## src/rtl/clk_div_switch_if.sv

```systemverilog
// rtl/clk_div_switch_if.sv - ratio request handshake between a controller and the divider
interface clk_div_switch_if #(
    parameter int DIV_W = 8
);
    logic             cfg_valid;
    logic [DIV_W-1:0] cfg_ratio;
    logic             cfg_ready;
    logic             cfg_err;

    modport master (
        output cfg_valid,
        output cfg_ratio,
        input  cfg_ready,
        input  cfg_err
    );

    modport slave (
        input  cfg_valid,
        input  cfg_ratio,
        output cfg_ready,
        output cfg_err
    );
endinterface

```

## src/rtl/clk_div_switch.sv

```systemverilog
// rtl/clk_div_switch.sv - glitch-free programmable clock divider with period-boundary ratio switching
module clk_div_switch #(
    parameter int DIV_W   = 8,
    parameter int RST_DIV = 2
) (
    input  logic             clk,
    input  logic             rstn,
    input  logic             en,
    clk_div_switch_if.slave  cfg,
    output logic             clk_out,
    output logic             period_start,
    output logic [DIV_W-1:0] cur_ratio
);

    localparam logic [DIV_W-1:0] RST_RATIO = DIV_W'(RST_DIV);
    localparam logic [DIV_W-1:0] RST_CNT   = DIV_W'(RST_DIV - 1);

    logic [DIV_W-1:0] cnt;
    logic [DIV_W-1:0] act_ratio;
    logic [DIV_W-1:0] pend_ratio;
    logic             pend;
    logic             clk_out_q;
    logic             period_start_q;
    logic             cfg_err_q;

    logic [DIV_W-1:0] cnt_nxt;
    logic [DIV_W-1:0] act_ratio_nxt;
    logic [DIV_W-1:0] pend_ratio_nxt;
    logic             pend_nxt;
    logic             clk_out_nxt;
    logic             period_start_nxt;
    logic             cfg_err_nxt;

    logic             at_last;
    logic             wrap;
    logic             accept;
    logic             ratio_ok;

    // A period only ends when en is seen at the last count, so phases are never shortened.
    assign at_last  = (cnt == act_ratio - DIV_W'(1));
    assign wrap     = at_last && en;
    assign accept   = cfg.cfg_valid && !pend;
    assign ratio_ok = (cfg.cfg_ratio >= DIV_W'(2));

    // Next-state: counter, ratio swap at wrap, request capture, and output levels from next-state values.
    always_comb begin
        cnt_nxt          = cnt;
        act_ratio_nxt    = act_ratio;
        pend_ratio_nxt   = pend_ratio;
        pend_nxt         = pend;
        cfg_err_nxt      = 1'b0;
        period_start_nxt = wrap;

        if (!at_last) begin
            cnt_nxt = cnt + DIV_W'(1);
        end else if (en) begin
            cnt_nxt = '0;
        end

        // Wrap and accept are mutually exclusive (one needs pend, the other !pend),
        // so a request landing on the wrap edge waits for the following wrap.
        if (wrap && pend) begin
            act_ratio_nxt = pend_ratio;
            pend_nxt      = 1'b0;
        end

        if (accept) begin
            if (ratio_ok) begin
                pend_ratio_nxt = cfg.cfg_ratio;
                pend_nxt       = 1'b1;
            end else begin
                cfg_err_nxt = 1'b1;
            end
        end

        clk_out_nxt = (cnt_nxt < (act_ratio_nxt >> 1));
    end

    // State register; reset parks the divider at the end of a low phase.
    always_ff @(posedge clk or negedge rstn) begin
        if (!rstn) begin
            cnt            <= RST_CNT;
            act_ratio      <= RST_RATIO;
            pend_ratio     <= RST_RATIO;
            pend           <= 1'b0;
            clk_out_q      <= 1'b0;
            period_start_q <= 1'b0;
            cfg_err_q      <= 1'b0;
        end else begin
            cnt            <= cnt_nxt;
            act_ratio      <= act_ratio_nxt;
            pend_ratio     <= pend_ratio_nxt;
            pend           <= pend_nxt;
            clk_out_q      <= clk_out_nxt;
            period_start_q <= period_start_nxt;
            cfg_err_q      <= cfg_err_nxt;
        end
    end

    assign clk_out       = clk_out_q;
    assign period_start  = period_start_q;
    assign cur_ratio     = act_ratio;
    assign cfg.cfg_ready = !pend;
    assign cfg.cfg_err   = cfg_err_q;

endmodule
```

## src/flat_wrapper.sv

```systemverilog
// flat-port wrapper written by rule: the top's interface ports become plain ports
module clk_div_switch_flat 
#(
    parameter int DIV_W   = 8,
    parameter int RST_DIV = 2
)
  (clk, rstn, en, clk_out, period_start, cur_ratio, cfg_cfg_valid, cfg_cfg_ratio, cfg_cfg_ready, cfg_cfg_err);
  clk_div_switch_if #(.DIV_W(DIV_W)) cfg_i ();
  input  logic clk;
  input  logic rstn;
  input  logic en;
  output logic clk_out;
  output logic period_start;
  output logic [DIV_W-1:0] cur_ratio;
  input wire logic [$bits(cfg_i.cfg_valid)-1:0] cfg_cfg_valid;
  input wire logic [$bits(cfg_i.cfg_ratio)-1:0] cfg_cfg_ratio;
  output wire logic [$bits(cfg_i.cfg_ready)-1:0] cfg_cfg_ready;
  output wire logic [$bits(cfg_i.cfg_err)-1:0] cfg_cfg_err;
  assign cfg_i.cfg_valid = cfg_cfg_valid;
  assign cfg_i.cfg_ratio = cfg_cfg_ratio;
  assign cfg_cfg_ready = cfg_i.cfg_ready;
  assign cfg_cfg_err = cfg_i.cfg_err;
  clk_div_switch #(.DIV_W(DIV_W), .RST_DIV(RST_DIV)) u_core (.clk(clk), .rstn(rstn), .en(en), .cfg(cfg_i), .clk_out(clk_out), .period_start(period_start), .cur_ratio(cur_ratio));
endmodule
```

## config.mk

```make
export PLATFORM = sky130hd
export DESIGN_NAME = clk_div_switch_flat
export DESIGN_NICKNAME = d
export VERILOG_FILES = /design/src/rtl/clk_div_switch_if.sv /design/src/rtl/clk_div_switch.sv /design/src/flat_wrapper.sv
export SDC_FILE = /design/constraint.sdc
export NUM_CORES = 1
export LEC_CHECK = 0
export CAP_MARGIN = 20
export CORE_ASPECT_RATIO = 0.5
export CORE_MARGIN = 2
export CORE_UTILIZATION = 58
export DETAILED_ROUTE_END_ITERATION = 6
export PLACE_DENSITY = 0.84
export SETUP_SLACK_MARGIN = 0.3
export SYNTH_ARGS = -nofsm -noshare
export SYNTH_HDL_FRONTEND = slang
export SYNTH_SLANG_ARGS = --single-unit
```

## constraint.sdc

```tcl
create_clock -name clk -period 7.7 [get_ports clk]
set_input_delay 0.77 -clock clk [delete_from_list [all_inputs] [get_ports clk]]
set_output_delay 0.77 -clock clk [all_outputs]
set_load 0.005 [all_outputs]
```

==> flow_results.xml, run 1 <==
<?xml version="1.0" encoding="UTF-8"?>
<metrics>
  <group name="logic_synthesis">
    <metric name="synth_xor_area_frac" unit="">0.04632</metric>
    <metric name="synth-edff-count" unit="">0</metric>
    <metric name="average_footprint_of_a_synthesized_cell" unit="sq um">11.42</metric>
    <metric name="synth_top_family_by_area" unit="">multiplexers</metric>
    <metric name="syn_nets" unit="">169</metric>
    <metric name="synth_largest_type_area_fraction" unit="">0.3676</metric>
    <metric name="netlist_instances" unit="">149</metric>
    <metric name="synthSimpleGateAreaFrac" unit="">0.1610</metric>
    <metric name="ys_seq_elements" unit="">28</metric>
    <metric name="ys_types" unit="">47</metric>
    <metric name="post_synth_mux_area_share" unit="">0.1669</metric>
    <metric name="synth-main-ff-cell" unit="">sky130_fd_sc_hd__dfrtp_1</metric>
    <metric name="synth.top_cells.by_area" unit="">sky130_fd_sc_hd__dfrtp_1 (37%), sky130_fd_sc_hd__ha_1 (5.9%), sky130_fd_sc_hd__mux2i_1 (5.9%)</metric>
    <metric name="synth-compound-area-share" unit="">0.1184</metric>
    <metric name="synth-async-reset-ratio" unit="">1.000</metric>
    <metric name="synth-warning-count" unit="">0</metric>
    <metric name="fraction_of_the_mapped_netlist_area_in_adder_cells" unit="">0.05882</metric>
    <metric name="netlist.top_cell.by_area" unit="">sky130_fd_sc_hd__dfrtp_1</metric>
    <metric name="synth.yosys.seq_area_share" unit="">0.4140</metric>
    <metric name="synthesis.area" unit="sq um">1702</metric>
  </group>
  <group name="pwr">
    <metric name="power_switching" unit="W">0.00005104</metric>
    <metric name="power_frac_clock" unit="">0.423</metric>
    <metric name="seqPwrFrac" unit="">0.538</metric>
    <metric name="power.combinational.fraction" unit="">0.040</metric>
    <metric name="power.leakage" unit="nW">0.9482</metric>
    <metric name="switching_share" unit="">0.1867</metric>
    <metric name="internal_power" unit="W">0.0002223</metric>
    <metric name="p_per_area" unit="nW/um^2">135.3</metric>
    <metric name="ir_worst_vdd" unit="mV">0.1424</metric>
  </group>
  <group name="timing">
    <metric name="fin_setup_tns" unit="ps">0</metric>
    <metric name="period_minus_slack" unit="ps">4101</metric>
    <metric name="fmax" unit="MHz">243.8</metric>
    <metric name="timing.final.setup_violations" unit="">0</metric>
    <metric name="finalHoldViolCount" unit="">0</metric>
    <metric name="final-max-slew-violation-count" unit="">0</metric>
    <metric name="finalWorstSetupSlack" unit="ps">3599</metric>
    <metric name="tightest_slew" unit="ps">547.6</metric>
    <metric name="final.period_utilization" unit="">0.5326</metric>
    <metric name="grt_setup_unrepaired" unit="">false</metric>
    <metric name="slew_headroom" unit="">0.6349</metric>
    <metric name="fin_skew" unit="ps">2.818</metric>
  </group>
  <group name="placed_design">
    <metric name="postPlaceCellArea" unit="sq um">1949</metric>
    <metric name="worst_case_setup_slack_after_placement" unit="ps">3763</metric>
    <metric name="gp_congestion" unit="">0.8561</metric>
    <metric name="io_buffer_count" unit="">23</metric>
    <metric name="dpl.cell_count" unit="">205</metric>
    <metric name="half_perimeter_wire_length_after_placement" unit="mm">2.698</metric>
  </group>
  <group name="floorplanning">
    <metric name="dieWidth" unit="um">80.60</metric>
    <metric name="ios" unit="">24</metric>
    <metric name="die_area" unit="sq um">3409</metric>
    <metric name="core.rowCount" unit="">13</metric>
    <metric name="initial_core_util" unit="">0.6340</metric>
    <metric name="floorplan.core_area" unit="sq um">2684</metric>
    <metric name="floorplan.die.height" unit="um">42.30</metric>
  </group>
  <group name="clocking">
    <metric name="cts_setup_buffers" unit="">0</metric>
    <metric name="postCtsHoldBufs" unit="">0</metric>
    <metric name="h_tree_levels" unit="">1</metric>
    <metric name="worst_setup_hold_path_clk_slew" unit="ps">100</metric>
    <metric name="post_cts_resized" unit="">0</metric>
    <metric name="numCtsBuffers" unit="">3</metric>
    <metric name="clock_path_buffers" unit="">2</metric>
    <metric name="cts.sink_count" unit="">28</metric>
    <metric name="tritoncts_clock_tree" unit="">built</metric>
    <metric name="worst_skew_pair.late_latency" unit="ps">270</metric>
    <metric name="clockRootBuffer" unit="">sky130_fd_sc_hd__clkbuf_8</metric>
  </group>
  <group name="global_route">
    <metric name="grt_pass1_vias" unit="">1221</metric>
    <metric name="grt_antenna_before_repair" unit="">0</metric>
    <metric name="gr-total-overflow" unit="">0</metric>
    <metric name="grt_first_pass_wirelength" unit="mm">6.085</metric>
    <metric name="grtUsageTotal" unit="">0.2379</metric>
    <metric name="grt_start_max_net_pins" unit="">29</metric>
  </group>
  <group name="drt">
    <metric name="first_pass_iters" unit="">4</metric>
    <metric name="vias" unit="">1252</metric>
    <metric name="first_iter_violations" unit="">99</metric>
    <metric name="viasPerCell" unit="">5.990</metric>
    <metric name="drt-total-wl" unit="mm">3.693</metric>
    <metric name="drcViolationCount" unit="">0</metric>
    <metric name="routed_wire_length_per_instance" unit="um">17.67</metric>
    <metric name="drt.antenna.violating_nets" unit="">0</metric>
  </group>
  <group name="finish">
    <metric name="regArea" unit="sq um">704.4</metric>
    <metric name="final_layout_size_suffix_gt1_frac" unit="">0.1395</metric>
    <metric name="num-nets-final" unit="">193</metric>
    <metric name="finish.instance_area" unit="sq um">2021</metric>
    <metric name="layoutNonFillerInstCount" unit="">209</metric>
    <metric name="nFillCells" unit="">183</metric>
    <metric name="area_of_the_multi_input_gates" unit="sq um">938.4</metric>
    <metric name="syn_to_layout_area_delta" unit="%">18.75</metric>
    <metric name="num_antenna_cells" unit="">0</metric>
  </group>
  <group name="job">
    <metric name="drv_cap" unit="">0</metric>
  </group>
  <group name="setup_path">
    <metric name="critical_path_required" unit="ps">7890</metric>
    <metric name="start_kind" unit="">register</metric>
    <metric name="arrival" unit="ps">4290</metric>
    <metric name="timing_worst_setup_path_type" unit="">register to register</metric>
    <metric name="worst-path-max-fanout" unit="">16</metric>
    <metric name="endpoint_kind" unit="">register</metric>
  </group>
  <group name="min_path">
    <metric name="worst_hold_path_type" unit="">register to register</metric>
  </group>
  <group name="status">
    <metric name="run_status" unit="">finished clean</metric>
  </group>
</metrics>
[power by group through the flow]
stage	Clock [W]	Sequential, W	Combinational [W]
3_3_place_gp	0	0.000150	0.0000107
3_5_place_dp	0	0.000150	0.0000110
6_report	0.000116	0.000147	0.0000108
2_1_floorplan	0	0.000150	0.00000136
4_1_cts	0.000118	0.000147	0.0000110
5_1_grt	0.000126	0.000147	0.0000120
[synthesized netlist by cell type (2+ instances only)]
master / number
sky130_fd_sc_hd__dfrtp_1: 25
sky130_fd_sc_hd__mux2i_1: 10
sky130_fd_sc_hd__a21o_1: 8
sky130_fd_sc_hd__ha_1: 8
sky130_fd_sc_hd__and3_1: 7
sky130_fd_sc_hd__mux2_2: 7
sky130_fd_sc_hd__inv_1: 6
sky130_fd_sc_hd__xor2_1: 5
sky130_fd_sc_hd__mux2_1: 4
sky130_fd_sc_hd__mux2_4: 4
sky130_fd_sc_hd__nand2_1: 4
sky130_fd_sc_hd__nand2b_1: 4
sky130_fd_sc_hd__nand3_1: 4
sky130_fd_sc_hd__nor3b_1: 4
sky130_fd_sc_hd__xnor2_1: 4
sky130_fd_sc_hd__a21oi_1: 3
sky130_fd_sc_hd__dfstp_2: 3
sky130_fd_sc_hd__nor3_1: 3
sky130_fd_sc_hd__o211a_1: 3
sky130_fd_sc_hd__buf_2: 2
sky130_fd_sc_hd__buf_6: 2
sky130_fd_sc_hd__nor2_1: 2
sky130_fd_sc_hd__nor4_1: 2
sky130_fd_sc_hd__o21ai_0: 2
[final cells by class]
cell class / instances / area share
repair buffers: 24 / 0.1176
multi-input cells: 110 / 0.4644
flip-flops and latches: 28 / 0.3486
clock inverters: 1 / 0.01486
inverters: 6 / 0.01115
clock buffers: 3 / 0.02043
well taps: 37 / 0.02291
[flip-flops by register name, summed over array words and instances, names as in the netlist]
| signal | count |
|---|---|
| u_core.cfg.cfg_err | 1 |
| u_core.pend | 1 |
| u_core.pend_ratio | 8 |
| u_core.clk_out | 1 |
| u_core.cur_ratio | 8 |
| u_core.cnt | 8 |
| u_core.period_start | 1 |
[path summary, 6_finish.rpt]
| kind | startpoint | endpoint | slack, ps | cells past startpoint |
|---|---|---|---|---|
| min in group asynchronous | rstn | u_core.pend_ratio[4] | 870 | 2 |
| setup / recovery | u_core.cur_ratio[2] | u_core.clk_out | 3600 | 12 |
| max in group asynchronous | rstn | u_core.cnt[0] | 6530 | 2 |
| setup reg to reg | u_core.cur_ratio[2] | u_core.clk_out | 3600 | 12 |
| hold reg to reg | u_core.pend_ratio[0] | u_core.cur_ratio[0] | 500 | 1 |
| hold / removal | u_core.pend_ratio[0] | u_core.cur_ratio[0] | 500 | 1 |
[per-stage QoR]
step | util | total power, W | hold slack (ps)
after floorplan | - | 0.0001513 | 454.1
after global placement | 0.7263 | 0.0001606 | 465.8
after detailed placement | 0.7263 | 0.0001608 | 484.3
after CTS | 0.7529 | 0.0002758 | 506.8
after global routing | 0.7529 | 0.0002853 | 523.9
final | 0.7529 | 0.0002734 | 503.2
[metal layers]
| metal | up-vias | share of wire | track usage |
|---|---|---|---|
| met1 | 606 | 0.51 | 0.3592 |
| met3 | 4 | 0.055 | 0.07543 |
| met2 | 40 | 0.43 | 0.3483 |
| met5 | - | 0 | 0 |
| li1 | 602 | - | - |
| met4 | 0 | 0.0049 | 0.02034 |
[worst max-delay path: stages (launching register included)]
cell                        delay [ps]
sky130_fd_sc_hd__dfrtp_1           490
sky130_fd_sc_hd__or3_4             440
sky130_fd_sc_hd__o31a_1            290
sky130_fd_sc_hd__nor4_2            350
sky130_fd_sc_hd__o211a_1           570
sky130_fd_sc_hd__nor2b_1           400
sky130_fd_sc_hd__o2bb2ai_1         200
sky130_fd_sc_hd__ha_1              280
sky130_fd_sc_hd__and3_1            160
sky130_fd_sc_hd__a221oi_1          260
sky130_fd_sc_hd__a21boi_0          220
sky130_fd_sc_hd__o211ai_1          130
sky130_fd_sc_hd__a211oi_1          210
[cell usage in the layout (no fill, tap or decap), types with 4 or more instances in the layout]
master	count
sky130_fd_sc_hd__dfrtp_1	25
sky130_fd_sc_hd__ha_1	8
sky130_fd_sc_hd__and3_1	7
sky130_fd_sc_hd__mux2_2	7
sky130_fd_sc_hd__nand2_1	4
sky130_fd_sc_hd__xnor2_1	4
sky130_fd_sc_hd__a21o_1	8
sky130_fd_sc_hd__inv_1	6
sky130_fd_sc_hd__nand3_1	4
sky130_fd_sc_hd__mux2i_1	10
sky130_fd_sc_hd__clkdlybuf4s50_1	23
sky130_fd_sc_hd__mux2_1	4
sky130_fd_sc_hd__mux2_4	4
sky130_fd_sc_hd__nand2b_1	4
sky130_fd_sc_hd__nor3b_1	4
sky130_fd_sc_hd__xor2_1	5
[kinds of logic after synthesis]
kind of cell,count (synthesis)
DFF,28
xor gates and xnor gates,9
AOI/OAI and AO/OA,27
adders and majority gates,8
muxes,25
buffers and inverters,11
and+or+nand+nor,41
No activity file was read; power rests on OpenSTA's default activity.
==> run 2, diff against run 1 <==
--- a/config.mk
+++ b/config.mk
@@ -8,9 +8,9 @@
 export CAP_MARGIN = 20
 export CORE_ASPECT_RATIO = 0.5
 export CORE_MARGIN = 2
-export CORE_UTILIZATION = 58
+export CORE_UTILIZATION = 54
 export DETAILED_ROUTE_END_ITERATION = 6
-export PLACE_DENSITY = 0.84
+export PLACE_DENSITY = 0.79
 export SETUP_SLACK_MARGIN = 0.3
 export SYNTH_ARGS = -nofsm -noshare
 export SYNTH_HDL_FRONTEND = slang
==> constraint.sdc (replaced) <==
create_clock -name clk -period 3.9 [get_ports clk]
set_input_delay 0.39 -clock clk [delete_from_list [all_inputs] [get_ports clk]]
set_output_delay 0.39 -clock clk [all_outputs]
set_load 0.005 [all_outputs]
==> run 2 against run 1 <==
  * Sequential power is 97% higher
  * Clock skew is 8.1 ps higher
  * Total power is 100% higher
  * Non-clock buffer count is 22 higher
  * Largest power group unchanged
  * Clock power is 100% higher
  * Global-route usage is 1.8 points higher
  * Via count is 13% higher
  * Critical path type unchanged
  * Die area is 6.9% higher
  * Critical endpoint unchanged
==> flow_results.xml, run 2 (synthesis gave the netlist of run 1 again) <==
<?xml version="1.0" encoding="UTF-8"?>
<metrics>
  <group name="placed_design">
    <metric name="io_buffer_count" unit="">23</metric>
    <metric name="gp_congestion" unit="">0.9289</metric>
    <metric name="dpl.cell_count" unit="">212</metric>
    <metric name="half_perimeter_wire_length_after_placement" unit="mm">2.894</metric>
  </group>
  <group name="clocking">
    <metric name="clockRootBuffer" unit="">sky130_fd_sc_hd__clkbuf_8</metric>
    <metric name="cts.sink_count" unit="">28</metric>
    <metric name="numCtsBuffers" unit="">3</metric>
    <metric name="h_tree_levels" unit="">1</metric>
    <metric name="clock_path_buffers" unit="">2</metric>
    <metric name="worst_setup_hold_path_clk_slew" unit="ps">110</metric>
    <metric name="tritoncts_clock_tree" unit="">built</metric>
    <metric name="worst_skew_pair.late_latency" unit="ps">290</metric>
  </group>
  <group name="finish">
    <metric name="num-nets-final" unit="">215</metric>
    <metric name="syn_to_layout_area_delta" unit="%">34.04</metric>
    <metric name="most-common-layout-cells" unit="">sky130_fd_sc_hd__clkdlybuf4s50_1 (23), sky130_fd_sc_hd__buf_4 (22), sky130_fd_sc_hd__dfrtp_1 (21), sky130_fd_sc_hd__mux2i_1 (9), sky130_fd_sc_hd__a21o_1 (8)</metric>
    <metric name="final_layout_size_suffix_gt1_frac" unit="">0.3144</metric>
    <metric name="num_antenna_cells" unit="">0</metric>
    <metric name="layoutNonFillerInstCount" unit="">234</metric>
    <metric name="mostFrequentLayoutCell" unit="">sky130_fd_sc_hd__clkdlybuf4s50_1</metric>
    <metric name="fin_util" unit="">0.7615</metric>
  </group>
  <group name="pwr">
    <metric name="power.leakage" unit="nW">1.088</metric>
    <metric name="ir_worst_vdd" unit="mV">0.2218</metric>
    <metric name="p_per_area" unit="nW/um^2">240.6</metric>
  </group>
  <group name="floorplanning">
    <metric name="die_area" unit="sq um">3644</metric>
    <metric name="ios" unit="">24</metric>
    <metric name="core.rowCount" unit="">14</metric>
    <metric name="floorplan.die.height" unit="um">43.70</metric>
    <metric name="floorplan.core_area" unit="sq um">2995</metric>
    <metric name="dieWidth" unit="um">83.39</metric>
    <metric name="initial_core_util" unit="">0.5681</metric>
  </group>
  <group name="drt">
    <metric name="vias" unit="">1413</metric>
    <metric name="first_pass_iters" unit="">4</metric>
    <metric name="top_layer_used" unit="">met4</metric>
    <metric name="routed_wire_length_per_instance" unit="um">19.82</metric>
    <metric name="drcViolationCount" unit="">0</metric>
    <metric name="amount_of_wire_on_met2_after_detailed_routing" unit="mm">2.055</metric>
    <metric name="wl_met3" unit="um">294</metric>
    <metric name="drt-total-wl" unit="mm">4.637</metric>
    <metric name="wl_met1" unit="mm">2.182</metric>
    <metric name="drt.antenna.violating_nets" unit="">0</metric>
    <metric name="viasPerCell" unit="">6.038</metric>
    <metric name="first_iter_violations" unit="">100</metric>
  </group>
  <group name="setup_path">
    <metric name="endpoint_kind" unit="">register</metric>
    <metric name="crit_top_cell" unit="">sky130_fd_sc_hd__and3_4</metric>
    <metric name="critPathLaunch" unit="">u_core.cur_ratio[2]</metric>
    <metric name="cp.buffers_inverters" unit="">0</metric>
    <metric name="start_kind" unit="">register</metric>
    <metric name="cpPeakStageDelay" unit="ps">420</metric>
    <metric name="r2r_slack" unit="ps">290</metric>
    <metric name="worstSetupPathDepth" unit="">13</metric>
    <metric name="critical_path_required" unit="ps">4110</metric>
    <metric name="reg2reg_from" unit="">u_core.cur_ratio[2]</metric>
    <metric name="arrival" unit="ps">3820</metric>
    <metric name="worst-path-max-fanout" unit="">10</metric>
    <metric name="path_cells" unit="">or3_4 &gt; o31a_1 &gt; nor4_4 &gt; o211a_1 &gt; nand3_4 &gt; mux2i_1 &gt; ha_1 &gt; and3_4 &gt; and3_4 &gt; and3_1 &gt; o2111ai_1 &gt; o211ai_1 &gt; a211oi_2</metric>
    <metric name="timing_worst_setup_path_type" unit="">register to register</metric>
    <metric name="r2r_cells" unit="">13</metric>
    <metric name="timing.critical_path.max_delay_family" unit="">simple AND/OR/NAND/NOR gates</metric>
    <metric name="cp_slowest_cell" unit="">sky130_fd_sc_hd__dfrtp_2</metric>
  </group>
  <group name="timing">
    <metric name="tightest_slew" unit="ps">475.6</metric>
    <metric name="fin_skew" unit="ps">10.93</metric>
    <metric name="final.period_utilization" unit="">0.9250</metric>
    <metric name="period_minus_slack" unit="ps">3608</metric>
    <metric name="timing.final.setup_violations" unit="">0</metric>
    <metric name="slew_headroom" unit="">0.6820</metric>
    <metric name="fmax" unit="MHz">277.2</metric>
    <metric name="fin_setup_tns" unit="ps">0</metric>
    <metric name="grt_setup_unrepaired" unit="">true</metric>
    <metric name="final-max-slew-violation-count" unit="">0</metric>
    <metric name="finalHoldViolCount" unit="">0</metric>
  </group>
  <group name="global_route">
    <metric name="grt_antenna_before_repair" unit="">0</metric>
    <metric name="gr-total-overflow" unit="">0</metric>
    <metric name="grt_start_max_net_pins" unit="">29</metric>
    <metric name="grt_first_pass_wirelength" unit="mm">7.038</metric>
    <metric name="grtUsageTotal" unit="">0.2561</metric>
    <metric name="grt_pass1_vias" unit="">1357</metric>
  </group>
  <group name="job">
    <metric name="drv_cap" unit="">0</metric>
  </group>
  <group name="min_path">
    <metric name="worst_hold_path_type" unit="">input pin to async pin</metric>
  </group>
  <group name="status">
    <metric name="run_status" unit="">finished clean</metric>
  </group>
</metrics>
## run 2: changes by cell type in the layout (fill, tap and decap cells not counted), moves of 2 or more
cell / change
sky130_fd_sc_hd__and3_1: -2
sky130_fd_sc_hd__and3_4: +2
sky130_fd_sc_hd__nor4b_4: +2
sky130_fd_sc_hd__dfrtp_2: +4
sky130_fd_sc_hd__dfrtp_1: -4
sky130_fd_sc_hd__buf_4: +21
## run 2: area by class of cell
type / instances / area (sq um)
flip-flops and latches: 28 / 709.4
clock inverters: 1 / 30.03
repair buffers: 46 / 406.6
inverters: 6 / 22.52
clock buffers: 3 / 41.29
multi-input cells: 110 / 1021
well taps: 40 / 50.05
fillers: 187 / 714.4
## run 2: final timing paths
check	end
max reg2reg	u_core.clk_out
min	u_core.cur_ratio[7]
min in group clk	u_core.cur_ratio[0]
max in group asynchronous	u_core.pend_ratio[1]
min reg2reg	u_core.cur_ratio[0]
max	u_core.clk_out
## run 2: metal layers
metal / global-route usage / up-vias
met5: 0 / -
met4: 0.07213 / 0
met3: 0.04190 / 13
met2: 0.4113 / 56
met1: 0.3689 / 703
li1: - / 641
## run 2: per-stage QoR
step	total power (W)	instance area [sq um]	worst slack, ps	hold slack, ps
detailed placement	0.0003174	1983	164.1	486.2
finish	0.0005489	2281	292.4	472.0
global route	0.0005614	2281	150.7	519.1
global placement	0.0003170	1983	279.5	480.0
floorplan	0.0002986	1702	548.0	94.41
CTS	0.0005479	2213	309.8	481.0
## run 2: timing repair
action | in CTS | in global routing
resized for setup | 15 | 6
hold buffers | 0 | 0
pin swaps | 8 | 6
setup buffers | 13 | 5
endpoints found under the setup margin | 1 | 1
## run 2: power breakdown
group	internal (W)	total (W)	switching, W
combinational	0.0000113	0.0000215	0.0000102
sequential	0.000290	0.000290	0
clock	0.000138	0.000237	0.0000994
total	0.000439	0.000549	0.000110
==> run 3, diff against run 2 <==
--- a/config.mk
+++ b/config.mk
@@ -9,9 +9,11 @@
 export CORE_ASPECT_RATIO = 0.5
 export CORE_MARGIN = 2
 export CORE_UTILIZATION = 54
+export CTS_CLUSTER_SIZE = 40
 export DETAILED_ROUTE_END_ITERATION = 6
 export PLACE_DENSITY = 0.79
 export SETUP_SLACK_MARGIN = 0.3
+export SKIP_CTS_REPAIR_TIMING = 1
 export SYNTH_ARGS = -nofsm -noshare
 export SYNTH_HDL_FRONTEND = slang
 export SYNTH_SLANG_ARGS = --single-unit
==> constraint.sdc (replaced) <==
create_clock -name clk -period 3.9 [get_ports clk]
set_input_delay 0.585 -clock clk [delete_from_list [all_inputs] [get_ports clk]]
set_output_delay 0.585 -clock clk [all_outputs]
set_load 0.005 [all_outputs]
==> run 3 against run 2 <==
  * Non-clock buffer count down 5
  * Setup slack got worse by 190 ps
  * Critical path type unchanged
  * Combinational power hardly changed
  * Core utilization down 0.88 points
  * Cell count decreased by 1.7%
  * Worst hold slack better by 36 ps
  * Global-route usage shrank 3.7 points
  * First-iteration DRC count up 15%
==> flow_results.xml, run 3 (synthesis gave the netlist of run 1 again) <==
<?xml version="1.0" encoding="UTF-8"?>
<metrics>
  <group name="status">
    <metric name="run_status" unit="">finished clean</metric>
  </group>
  <group name="pwr">
    <metric name="seqPwrFrac" unit="">0.531</metric>
    <metric name="p_per_area" unit="nW/um^2">242.4</metric>
    <metric name="internal_power" unit="W">0.0004393</metric>
    <metric name="power.leakage" unit="nW">1.033</metric>
    <metric name="power_switching" unit="W">0.0001072</metric>
    <metric name="switching_share" unit="">0.1962</metric>
    <metric name="ir_worst_vdd" unit="mV">0.1816</metric>
    <metric name="power_frac_clock" unit="">0.429</metric>
    <metric name="power.combinational.fraction" unit="">0.040</metric>
  </group>
  <group name="global_route">
    <metric name="gr-total-overflow" unit="">0</metric>
    <metric name="grtUsageTotal" unit="">0.2193</metric>
    <metric name="grt_pass1_vias" unit="">1234</metric>
    <metric name="grt_first_pass_wirelength" unit="mm">6.099</metric>
    <metric name="groute.layer.met3.usage" unit="">0.04000</metric>
    <metric name="grt_use_met1" unit="">0.3060</metric>
    <metric name="grt_start_max_net_pins" unit="">29</metric>
    <metric name="use_met2" unit="">0.3645</metric>
    <metric name="grt_antenna_before_repair" unit="">0</metric>
    <metric name="grt.busiest_layer" unit="">met2</metric>
  </group>
  <group name="timing">
    <metric name="period_minus_slack" unit="ps">3794</metric>
    <metric name="final.period_utilization" unit="">0.9728</metric>
    <metric name="finalHoldViolCount" unit="">0</metric>
    <metric name="fin_skew" unit="ps">7.846</metric>
    <metric name="fin_setup_tns" unit="ps">0</metric>
    <metric name="slew_headroom" unit="">0.6363</metric>
    <metric name="timing.final.setup_violations" unit="">0</metric>
    <metric name="final-max-slew-violation-count" unit="">0</metric>
    <metric name="grt_setup_unrepaired" unit="">true</metric>
    <metric name="fmax" unit="MHz">263.6</metric>
    <metric name="tightest_slew" unit="ps">543.9</metric>
    <metric name="finalWorstSetupSlack" unit="ps">106.1</metric>
  </group>
  <group name="placed_design">
    <metric name="dpl.cell_count" unit="">212</metric>
    <metric name="io_buffer_count" unit="">23</metric>
    <metric name="gp_congestion" unit="">0.9289</metric>
    <metric name="half_perimeter_wire_length_after_placement" unit="mm">2.894</metric>
    <metric name="worst_case_setup_slack_after_placement" unit="ps">164.1</metric>
  </group>
  <group name="setup_path">
    <metric name="path_cells" unit="">inv_2 &gt; ha_4 &gt; xor2_1 &gt; nand2_1 &gt; nor4b_4 &gt; o211a_1 &gt; buf_6 &gt; nand3_4 &gt; mux2i_2 &gt; ha_1 &gt; a21o_1 &gt; a221oi_2 &gt; a21boi_2 &gt; o211ai_1 &gt; a211oi_1</metric>
    <metric name="cp.buffers_inverters" unit="">2</metric>
    <metric name="critical_path_required" unit="ps">4100</metric>
    <metric name="timing_worst_setup_path_type" unit="">register to register</metric>
    <metric name="start_kind" unit="">register</metric>
    <metric name="cpPeakStageDelay" unit="ps">620</metric>
    <metric name="worst-path-max-fanout" unit="">7</metric>
    <metric name="r2r_slack" unit="ps">110</metric>
    <metric name="arrival" unit="ps">3990</metric>
    <metric name="timing.critical_path.max_delay_family" unit="">compound AO/OA/AOI/OAI gates</metric>
    <metric name="endpoint_kind" unit="">register</metric>
    <metric name="cp_slowest_cell" unit="">sky130_fd_sc_hd__dfstp_2</metric>
  </group>
  <group name="finish">
    <metric name="num_antenna_cells" unit="">0</metric>
    <metric name="layoutNonFillerInstCount" unit="">230</metric>
    <metric name="most-common-layout-cells" unit="">sky130_fd_sc_hd__clkdlybuf4s50_1 (23), sky130_fd_sc_hd__dfrtp_1 (23), sky130_fd_sc_hd__buf_4 (15), sky130_fd_sc_hd__a21o_1 (8)</metric>
    <metric name="syn_to_layout_area_delta" unit="%">32.50</metric>
    <metric name="num-nets-final" unit="">211</metric>
    <metric name="nFillCells" unit="">195</metric>
    <metric name="fin_util" unit="">0.7527</metric>
    <metric name="final_layout_size_suffix_gt1_frac" unit="">0.2947</metric>
  </group>
  <group name="job">
    <metric name="drv_cap" unit="">0</metric>
  </group>
  <group name="clocking">
    <metric name="worst_setup_hold_path_clk_slew" unit="ps">100</metric>
    <metric name="h_tree_levels" unit="">1</metric>
    <metric name="worst_skew_pair.late_latency" unit="ps">290</metric>
    <metric name="clockRootBuffer" unit="">sky130_fd_sc_hd__clkbuf_8</metric>
    <metric name="clock_path_buffers" unit="">2</metric>
    <metric name="numCtsBuffers" unit="">3</metric>
    <metric name="tritoncts_clock_tree" unit="">built</metric>
    <metric name="cts.sink_count" unit="">28</metric>
  </group>
  <group name="drt">
    <metric name="routed_wire_length_per_instance" unit="um">19.49</metric>
    <metric name="drt-total-wl" unit="mm">4.483</metric>
    <metric name="viasPerCell" unit="">6.052</metric>
    <metric name="drt.antenna.violating_nets" unit="">0</metric>
    <metric name="drcViolationCount" unit="">0</metric>
    <metric name="vias" unit="">1392</metric>
    <metric name="first_pass_iters" unit="">4</metric>
    <metric name="first_iter_violations" unit="">115</metric>
  </group>
  <group name="floorplanning">
    <metric name="floorplan.die.height" unit="um">43.70</metric>
    <metric name="core.rowCount" unit="">14</metric>
    <metric name="ios" unit="">24</metric>
    <metric name="floorplan.core_area" unit="sq um">2995</metric>
    <metric name="initial_core_util" unit="">0.5681</metric>
    <metric name="die_area" unit="sq um">3644</metric>
    <metric name="dieWidth" unit="um">83.39</metric>
  </group>
  <group name="min_path">
    <metric name="worst_hold_path_type" unit="">register to register</metric>
  </group>
</metrics>
run 3: routing by layer:
metal / wire, um / vias up
li1: - / 640
met1: 2051 / 684
met2: 2022 / 56
met3: 331 / 12
met4: 78 / 0
met5: 0 / -
run 3: worst reg2reg max path, stage by stage, from the launching register on:
cell and delay [ps]:
sky130_fd_sc_hd__dfstp_2 620, sky130_fd_sc_hd__inv_2 70, sky130_fd_sc_hd__ha_4 260, sky130_fd_sc_hd__xor2_1 160, sky130_fd_sc_hd__nand2_1 120, sky130_fd_sc_hd__nor4b_4 320
sky130_fd_sc_hd__o211a_1 290, sky130_fd_sc_hd__buf_6 140, sky130_fd_sc_hd__nand3_4 150, sky130_fd_sc_hd__mux2i_2 270, sky130_fd_sc_hd__ha_1 280, sky130_fd_sc_hd__a21o_1 190
sky130_fd_sc_hd__a221oi_2 290, sky130_fd_sc_hd__a21boi_2 220, sky130_fd_sc_hd__o211ai_1 100, sky130_fd_sc_hd__a211oi_1 230
run 3: worst paths after layout:
path                                 startpoint                    to  cells past startpoint
max                         u_core.cur_ratio[1]        u_core.clk_out                     15
min                        u_core.pend_ratio[0]   u_core.cur_ratio[0]                      1
max reg2reg                 u_core.cur_ratio[1]        u_core.clk_out                     15
min reg2reg                u_core.pend_ratio[0]   u_core.cur_ratio[0]                      1
max in group asynchronous                  rstn         u_core.cnt[0]                      2
min in group asynchronous                  rstn  u_core.pend_ratio[3]                      2
run 3: power by group through the flow:
stage / clock, W / sequential [W] / combinational, W
floorplan: 0 / 0.000296 / 0.00000269
global placement: 0 / 0.000296 / 0.0000212
detailed placement: 0 / 0.000296 / 0.0000216
CTS: 0.000236 / 0.000290 / 0.0000216
global route: 0.000246 / 0.000290 / 0.0000239
finish: 0.000235 / 0.000290 / 0.0000217
run 3: final cells by class:
class | count | area (sq um) | area share
clock buffers | 3 | 41.29 | 0.01831
clock inverters | 1 | 30.03 | 0.01332
inverters | 6 | 22.52 | 0.009989
multi-input cells | 111 | 1033 | 0.4584
flip-flops and latches | 28 | 706.9 | 0.3135
well taps | 40 | 50.05 | 0.02220
repair buffers | 41 | 370.4 | 0.1643
run 3: through the flow:
step	instance area, sq um	hold slack (ps)	power, W
after floorplan	1702	289.4	0.0002986
after global placement	1983	480.0	0.0003170
after detailed placement	1983	486.2	0.0003174
after CTS	2054	508.5	0.0005478
after global routing	2255	542.4	0.0005607
final	2255	507.7	0.0005465
